==> config.mk <==
export PLATFORM = sky130hd
export DESIGN_NAME = axil_mstr_replayer
export DESIGN_NICKNAME = d
export VERILOG_FILES = /design/src/rtl/axil_mstr_replayer.sv
export SDC_FILE = /design/constraint.sdc
export NUM_CORES = 1
export LEC_CHECK = 0
export BUFFER_PORTS_ARGS = -buffer_cell sky130_fd_sc_hd__buf_2
export CAP_MARGIN = 0
export CORE_AREA = 2 2 146 183
export CTS_CLUSTER_DIAMETER = 40
export DETAILED_ROUTE_END_ITERATION = 16
export DIE_AREA = 0 0 148 185
export PLACE_DENSITY = 0.52
export SLEW_MARGIN = 0
export SYNTH_ARGS = -nofsm -noshare
export SYNTH_HDL_FRONTEND = slang
export SYNTH_SLANG_ARGS = --single-unit
==> constraint.sdc <==
create_clock -name clk -period 2.07 [get_ports clk]
set_input_delay 0.1035 -clock clk [delete_from_list [all_inputs] [get_ports clk]]
set_output_delay 0.1035 -clock clk [all_outputs]
set_load 0.05 [all_outputs]
==> src/rtl/axil_mstr_replayer.sv <==
// axil_mstr_replayer
//   Re-drives logged shell-to-CL AXI-Lite transactions onto the CL-facing
//   master port. It also sinks the B and R responses, limits the number of
//   outstanding writes and reads, and reports status to the replay controller.
//
// Ports
//   clk, rstn                        clock, asynchronous active-low reset
//   pkt_valid/pkt_ready/pkt_*        replay packet input (pkt_mask: AW,W,AR)
//   aw*, w*, ar*                     request channels driven to the CL
//   b*, r*                           response channels from the CL (always ready)
//   wr_done_cnt, rd_done_cnt         wrapping B / R handshake counts
//   resp_err, proto_err              sticky error flags
//   idle                             no held packet and nothing outstanding
//
// state    | meaning
// ST_EMPTY | hold register free, pkt_ready asserted
// ST_HOLD  | packet held, re-driving its pending channels

module axil_mstr_replayer #(
   parameter int ADDR_WIDTH      = 32,
   parameter int DATA_WIDTH      = 32,
   parameter int MAX_OUTSTANDING = 4
) (
   input  logic                    clk,
   input  logic                    rstn,
   input  logic                    pkt_valid,
   output logic                    pkt_ready,
   input  logic [2:0]              pkt_mask,
   input  logic [ADDR_WIDTH-1:0]   pkt_awaddr,
   input  logic [DATA_WIDTH-1:0]   pkt_wdata,
   input  logic [DATA_WIDTH/8-1:0] pkt_wstrb,
   input  logic [ADDR_WIDTH-1:0]   pkt_araddr,
   output logic                    awvalid,
   input  logic                    awready,
   output logic [ADDR_WIDTH-1:0]   awaddr,
   output logic                    wvalid,
   input  logic                    wready,
   output logic [DATA_WIDTH-1:0]   wdata,
   output logic [DATA_WIDTH/8-1:0] wstrb,
   output logic                    arvalid,
   input  logic                    arready,
   output logic [ADDR_WIDTH-1:0]   araddr,
   input  logic                    bvalid,
   output logic                    bready,
   input  logic [1:0]              bresp,
   input  logic                    rvalid,
   output logic                    rready,
   input  logic [DATA_WIDTH-1:0]   rdata,
   input  logic [1:0]              rresp,
   output logic [31:0]             wr_done_cnt,
   output logic [31:0]             rd_done_cnt,
   output logic                    resp_err,
   output logic                    proto_err,
   output logic                    idle
);

   localparam int         STRB_WIDTH = DATA_WIDTH / 8;
   localparam logic [3:0] MAX_OUT    = 4'(MAX_OUTSTANDING);

   typedef enum logic {
      ST_EMPTY = 1'b0,
      ST_HOLD  = 1'b1
   } state_t;

   state_t                  state_q, state_d;
   logic [2:0]              pend_q, pend_d;
   logic [ADDR_WIDTH-1:0]   awaddr_q, awaddr_d;
   logic [DATA_WIDTH-1:0]   wdata_q, wdata_d;
   logic [STRB_WIDTH-1:0]   wstrb_q, wstrb_d;
   logic [ADDR_WIDTH-1:0]   araddr_q, araddr_d;
   logic                    awvalid_q, awvalid_d;
   logic                    wvalid_q, wvalid_d;
   logic                    arvalid_q, arvalid_d;
   logic                    pkt_ready_q, pkt_ready_d;
   logic                    bready_q, rready_q;
   logic [3:0]              wr_out_q, wr_out_d;
   logic [3:0]              rd_out_q, rd_out_d;
   logic [31:0]             wr_done_q, wr_done_d;
   logic [31:0]             rd_done_q, rd_done_d;
   logic                    resp_err_q, resp_err_d;
   logic                    proto_err_q, proto_err_d;
   logic                    idle_q, idle_d;

   logic pkt_hs, aw_hs, w_hs, ar_hs, b_hs, r_hs;

   // Read data is sunk without inspection.
   logic unused_rdata;
   assign unused_rdata = ^rdata;

   assign pkt_hs = pkt_valid & pkt_ready_q;
   assign aw_hs  = awvalid_q & awready;
   assign w_hs   = wvalid_q  & wready;
   assign ar_hs  = arvalid_q & arready;
   assign b_hs   = bvalid & bready_q;
   assign r_hs   = rvalid & rready_q;

   always_comb begin
      state_d  = state_q;
      pend_d   = pend_q & ~{aw_hs, w_hs, ar_hs};
      awaddr_d = awaddr_q;
      wdata_d  = wdata_q;
      wstrb_d  = wstrb_q;
      araddr_d = araddr_q;

      case (state_q)
         ST_EMPTY: begin
            if (pkt_hs) begin
               awaddr_d = pkt_awaddr;
               wdata_d  = pkt_wdata;
               wstrb_d  = pkt_wstrb;
               araddr_d = pkt_araddr;
               pend_d   = pkt_mask;
               // An empty mask is consumed and dropped without leaving EMPTY.
               if (pkt_mask != 3'b000) state_d = ST_HOLD;
            end
         end
         ST_HOLD: begin
            // Leaving one cycle after the last pend bit clears yields the bubble.
            if (pend_q == 3'b000) state_d = ST_EMPTY;
         end
         default: state_d = ST_EMPTY;
      endcase
   end

   always_comb begin
      wr_out_d    = wr_out_q;
      rd_out_d    = rd_out_q;
      proto_err_d = proto_err_q;

      if (aw_hs && !b_hs) begin
         wr_out_d = wr_out_q + 4'd1;
      end else if (!aw_hs && b_hs) begin
         if (wr_out_q == 4'd0) proto_err_d = 1'b1;
         else                  wr_out_d    = wr_out_q - 4'd1;
      end

      if (ar_hs && !r_hs) begin
         rd_out_d = rd_out_q + 4'd1;
      end else if (!ar_hs && r_hs) begin
         if (rd_out_q == 4'd0) proto_err_d = 1'b1;
         else                  rd_out_d    = rd_out_q - 4'd1;
      end
   end

   always_comb begin
      // A raised valid holds until its handshake; the outstanding limit is
      // only consulted while the valid is low.
      if (awvalid_q && !awready) awvalid_d = 1'b1;
      else                       awvalid_d = pend_d[2] && (wr_out_d < MAX_OUT);

      wvalid_d = pend_d[1];

      if (arvalid_q && !arready) arvalid_d = 1'b1;
      else                       arvalid_d = pend_d[0] && (rd_out_d < MAX_OUT);

      pkt_ready_d = (state_d == ST_EMPTY);
      wr_done_d   = b_hs ? wr_done_q + 32'd1 : wr_done_q;
      rd_done_d   = r_hs ? rd_done_q + 32'd1 : rd_done_q;
      resp_err_d  = resp_err_q | (b_hs && (bresp != 2'b00)) | (r_hs && (rresp != 2'b00));
      idle_d      = (state_d == ST_EMPTY) && (wr_out_d == 4'd0) && (rd_out_d == 4'd0);
   end

   always_ff @(posedge clk or negedge rstn) begin
      if (!rstn) begin
         state_q     <= ST_EMPTY;
         pend_q      <= 3'b000;
         awaddr_q    <= '0;
         wdata_q     <= '0;
         wstrb_q     <= '0;
         araddr_q    <= '0;
         awvalid_q   <= 1'b0;
         wvalid_q    <= 1'b0;
         arvalid_q   <= 1'b0;
         pkt_ready_q <= 1'b0;
         bready_q    <= 1'b0;
         rready_q    <= 1'b0;
         wr_out_q    <= 4'd0;
         rd_out_q    <= 4'd0;
         wr_done_q   <= 32'd0;
         rd_done_q   <= 32'd0;
         resp_err_q  <= 1'b0;
         proto_err_q <= 1'b0;
         idle_q      <= 1'b1;
      end else begin
         state_q     <= state_d;
         pend_q      <= pend_d;
         awaddr_q    <= awaddr_d;
         wdata_q     <= wdata_d;
         wstrb_q     <= wstrb_d;
         araddr_q    <= araddr_d;
         awvalid_q   <= awvalid_d;
         wvalid_q    <= wvalid_d;
         arvalid_q   <= arvalid_d;
         pkt_ready_q <= pkt_ready_d;
         bready_q    <= 1'b1;
         rready_q    <= 1'b1;
         wr_out_q    <= wr_out_d;
         rd_out_q    <= rd_out_d;
         wr_done_q   <= wr_done_d;
         rd_done_q   <= rd_done_d;
         resp_err_q  <= resp_err_d;
         proto_err_q <= proto_err_d;
         idle_q      <= idle_d;
      end
   end

   assign pkt_ready   = pkt_ready_q;
   assign awvalid     = awvalid_q;
   assign awaddr      = awaddr_q;
   assign wvalid      = wvalid_q;
   assign wdata       = wdata_q;
   assign wstrb       = wstrb_q;
   assign arvalid     = arvalid_q;
   assign araddr      = araddr_q;
   assign bready      = bready_q;
   assign rready      = rready_q;
   assign wr_done_cnt = wr_done_q;
   assign rd_done_cnt = rd_done_q;
   assign resp_err    = resp_err_q;
   assign proto_err   = proto_err_q;
   assign idle        = idle_q;

endmodule

# ---- Word-level counts from Yosys, hierarchy flattened
# Cells that the tools add are included.
dict set report classes {
  bitwise 12
  order_cmp 2
  add_sub_neg 6
  n_reduce_logical 27
  n_mux 20
}
# op count
set ops {}
lappend ops {{$add 32x1->32 const B} 2}
lappend ops {{$mux 4} 6}
lappend ops {{$logic_not 4->1} 4}
lappend ops {{$logic_and 1x1->1} 12}
lappend ops {{$mux 1} 11}
lappend ops {{$add 4x1->4 const B} 2}
lappend ops {{$lt 4x3->1 const B} 2}
lappend ops {{$sub 4x1->4 const B} 2}
lappend ops {{$and 1x1->1} 6}
lappend ops {{$logic_not 1->1} 6}
lappend ops {{$mux 3} 2}
lappend ops {{$reduce_bool 2->1} 2}
lappend ops {{$and 3x3->3} 1}
lappend ops {{$logic_not 3->1} 1}
lappend ops {{$not 3->3} 1}
lappend ops {{$reduce_bool 3->1} 1}
lappend ops {{$not 1->1} 2}
lappend ops {{$or 1x1->1} 2}
lappend ops {{$pmux 1 s2} 1}
lappend ops {{$reduce_and 2->1} 1}
dict set report word_totals {
  reg_bits 184
  elab_cells 85
  inputBits 147
}

# ---- Depth between registers and ports, before layout
dict set report logic_depth {
  ltp_word 8
  depth_mapped 8
  mapped_depth_nobuf 8
}

# ---- Least setup slack after synthesis
# OpenSTA, ideal clock, no wires.
dict set report synth_timing {
  kind {reg2reg}
  start {register rready_q (netlist: rready)}
  end {register idle_q (netlist: idle)}
  setup_time_ns 0.090
  path_slack_ns -0.032
  arrival_time_ns 2.012
  path_buffers 0
  period_less_slack_ns 2.102
  stages_incl_launch_ff 7
  cell_sequence {dfrtp_1 nand2_1 nor3b_2 nor2_1 xnor2_1 or3_1 nor4_2}
}
dict set report synth_via {
  elab_cells_between_ends 16
  cone_classes {4 x mux; 2 x bitwise; 10 x reduce/logical}
}
# element line_no
set synth_rtl {}
lappend synth_rtl {{from (decl)} 75} ;# logic bready_q, rready_q;
lappend synth_rtl {{from (signal assigned)} 176} ;# rready_q <= 1'b0;
lappend synth_rtl {{from (signal assigned)} 196} ;# rready_q <= 1'b1;
lappend synth_rtl {{$and 1x1->1 (*)} 95} ;# assign r_hs = rvalid & rready_q;
lappend synth_rtl {{$logic_and 1x1->1 or $logic_not 1->1 (tied branches)} {139, 137}}
lappend synth_rtl {{$mux 4 or $logic_and 1x1->1 (tied branches)} {139, 137}}
lappend synth_rtl {{$mux 4 (*)} 137} ;# if (ar_hs && !r_hs) begin
lappend synth_rtl {{named net rd_out_d[0]} 77} ;# logic [3:0] rd_out_q, rd_out_d;
lappend synth_rtl {{$logic_not 4->1 (*)} 160} ;# idle_d = (state_d == ST_EMPTY) && (wr_out_d == 4'd0) && (rd_out_d == 4'd0);
lappend synth_rtl {{$logic_and 1x1->1 (*)} 160}
lappend synth_rtl {{named net idle_d} 82} ;# logic idle_q, idle_d;
lappend synth_rtl {{to (signal assigned)} 203} ;# idle_q <= idle_d;
lappend synth_rtl {{to (decl)} 82}
# The timed path passes the listed nets; every way through them passes the cells marked *.
# A chain may end at the register's enable or synchronous reset.

# ---- Final worst setup path
dict set report layout_timing {
  start {register rd_out_q[0]}
  end {register idle_q (netlist: idle)}
}
dict set report layout_via {
  elab_chain_len 6
  elab_cells_between_ends 8
  cone_classes {2 x add/sub; 3 x mux; 3 x reduce/logical}
}
# element line_no
set layout_rtl {}
lappend layout_rtl {{from (decl)} 77}
lappend layout_rtl {{from (signal assigned)} 198} ;# rd_out_q <= rd_out_d;
lappend layout_rtl {{$sub 4x1->4 or $logic_not 4->1 (tied branches)} {141, 140}}
lappend layout_rtl {{$mux 4} 140} ;# if (rd_out_q == 4'd0) proto_err_d = 1'b1;
lappend layout_rtl {{$mux 4} 139} ;# end else if (!ar_hs && r_hs) begin
lappend layout_rtl {{$mux 4 (*)} 137}
lappend layout_rtl {{named net rd_out_d[0]} 77}
lappend layout_rtl {{$logic_not 4->1 (*)} 160}
lappend layout_rtl {{$logic_and 1x1->1 (*)} 160}
lappend layout_rtl {{named net idle_d} 82}
# Marks and branches as above.

==> impl_results.md <==
- Vias per inst: 4.403
- Final Skew: 0.01065 ns
- Most frequent cell after synthesis: nand2_1
- Post-DRT Antenna Nets: 0
- Initial Utilization: 29.42%
- Post-Route WL: 21480 um
- Layout cell share with drive strength beyond 1: 31.66%
- DP Area: 0.009582 mm^2
- Fillers: 2516
- Clk root buf: clkbuf_16
- Cell taking the most area after synthesis: dfrtp_1
- Post-Syn Area: 0.007581 mm^2
- Metal1 wirelength: 9195 um
- Top FF cell, synth: dfrtp_1
- Max Freq: 517.0 MHz
- Async SR Flop Fraction: 100.0%
- Max_cap viols: 0
- Pleak: 6.019 nW
- Clk_lat worst skew: 0.43 ns
- Die Ht: 185 um
- WL met3: 1647 um
- Worst EP required: 2.41 ns
- CP max FO: 3
- Slew @ Worst Pin: 0.6016 ns
- CP Buf/Inv Count: 1
- Fin crit share: 93.45%
- Core footprint: 0.02576 mm^2
- Levels on crit path: 8
- Slowest-stage cell, CP: dfrtp_1
- Tot GR Track Use: 15.93%
- DP Wirelength: 14560 um
- Avg Cell Area, Syn: 9.845 um^2
- Commonest cells post-synth: nand2_1, dfrtp_1, xnor2_1, nand3_1, clkbuf_1
- Netlist cell types: 50
- Final net count: 1334
- Vias in the first global route: 6824
- Multi-input gate area: 0.002867 mm^2
- Flop2flop setup slack: 0.14 ns
- Final hold slack: 0.03160 ns
- Setup crit end: idle
- Met2 WL: 10410 um
- CP Cell Sequence: inv_1, ha_2, nor3b_4, nor3b_2, nor2_1, xnor2_1, or3_1, nor4_2
- Sequential share of the synthesized area: 60.42%
- CTS clk-pin slew, worst paths: 0.07 ns
- CP Capture Type: flop
- Synth Net Count: 923
- Min cycle time layout: 1.934 ns
- Tot Pwr: 0.01677 W
- Antenna Cells: 0
- Sequential cell area: 0.004586 mm^2
- CP arrival: 2.27 ns
- Core Rows: 66
- Post-synthesis register bit count: 183
- Top cells by area, synth: dfrtp_1, nand2_1, xnor2_1, xor2_1, nand3_1
- Fin cells: 1534
- TNS Setup: 0 ns
- Nature of the critical path startpoint: flop
- R2r endpoint: idle
- RSZ-0062 raised after global routing: no
- Largest net degree at the start of global routing: 104
- CTS H-tree depth: 4
- Worst hold path type: input pin to flop
- Synth top area share: 60.08%
- RePlAce Congestion: 0.7823
- Top delay family on crit path: simple AND/OR/NAND/NOR gates
- Initial DRC Count: 211
- First-pass GRT wire length: 35090 um
- Worst IR Drop VDD: 1.003 mV
- Worst setup path start: rd_out_q[0]
- CTS tree: done
- Area grow syn2layout: 48.97%
- Yosys warns: 0
- Design area: 0.01129 mm^2
- Vias post-DR: 6754
- Number of synthesized flops with an enable pin: 0
- IO Pins: 320
- Pre-antenna DRT Iters: 4
- Status: completed
- IO buf count: 287
- Placed cell count: 1393
- Max Root-Sink Buffers: 2
- Gate Count Post-Synth: 770
- Postcts setup bufs: 0
- Grt total ovfl: 0
- TritonCTS buffer count: 17
- Antenna violations before repair: 0
- Slowest stage delay, CP: 0.36 ns
- Fin. max-slew vios: 0
- WS Path Type: flop to flop
- Hold Vio Cnt, Final: 0
- Reg-to-Reg Start: rd_out_q[0]
- Die ar.: 0.02738 mm^2
- Die Width: 148 um
- Drt drc: 0
- DR top layer: met4
- Worst slew margin: 59.89%
- WL per Instance: 14.01 um
- CTS sink cnt: 183
- Power Density: 1485 mW/mm^2
- R2R depth: 8
- Final setup violation count: 0
## cells in the final DEF, fill, tap and decap left out, types with 12 or more instances in the layout
master         instances
nand2_1              345
buf_4                 18
nor2_1                18
clkbuf_16             17
dfrtp_1              178
xor2_1                13
and3_1                12
nand3_1               21
buf_2                286
xnor2_1               51
dlygate4sd3_1        109
## state kept, by name (all words and copies together), names as in the netlist
signal	count
araddr	32
arvalid	1
awaddr	32
awvalid	1
idle	1
pend_q	3
pkt_ready	1
proto_err	1
rd_done_cnt	32
rd_out_q	4
resp_err	1
rready	1
state_q	1
wdata	32
wr_done_cnt	32
wr_out_q	4
wstrb	4
## worst min path at each step
| stage | startpoint | endpoint | cells after the start |
|---|---|---|---|
| finish | pkt_mask[2] | pend_q[2] | 4 |
| global route | pkt_mask[0] | pend_q[0] | 4 |
| CTS | pkt_mask[2] | pend_q[2] | 4 |
| detailed placement | rstn | wr_done_cnt[11] | 1 |
| global placement | rstn | wr_done_cnt[12] | 1 |
| floorplan | rstn | araddr[0] | 0 |
## layer usage
layer / up-vias / track usage [%]
li1: 3276 / -
met1: 3208 / 19.89
met2: 255 / 26.30
met3: 15 / 5.320
met4: 0 / 4.648
met5: - / 0
## cell type report
cell class                      count  area share (%)
Clock inverter                     11           1.208
Inverter                           10          0.3324
Timing Repair Buffer              419           24.54
Tap cell                          340           3.767
Clock buffer                       21           4.166
Sequential cell                   183           40.61
Multi-Input combinational cell    550           25.38
## stage by stage
step | setup WS, ns | util, %
after global placement | 0.1484 | 37.19
final | 0.1356 | 43.83
after floorplan | 0.01034 | -
after detailed placement | 0.1344 | 37.19
after CTS | 0.09350 | 43.78
after global routing | 0.002257 | 43.83
## worst register-to-register path: cells and delay by family, from the launching register on
family,cells,cell delay (ns)
buf+inv,1,0.05
flops,1,0.36
simple gates,5,1.10
xor+xnor,1,0.14
fa+ha+maj,1,0.19
## what timing repair did
item | CTS | global route
resized for setup | 0 | 3
endpoints found under the setup margin | 0 | 1
hold buffers | 109 | 0
hold endpoints to repair | 165 | 0
## power by group
part	internal (W)	total [W]	switching, W
combinational	0.00195	0.00789	0.00594
clock	0.00190	0.00337	0.00146
sequential	0.00476	0.00551	0.000756
## kinds of logic after synthesis
family	after synthesis	synth area share (%)
AOI/OAI and AO/OA	26	2.476
DFF	183	60.42
adders and majority gates	6	0.9902
muxes	1	0.1815
buffers and inverters	37	2.080
xor gates and xnor gates	64	7.394
and+or+nand+nor	452	26.41
other	1	0.04947
(Power assumes the default switching activity.)
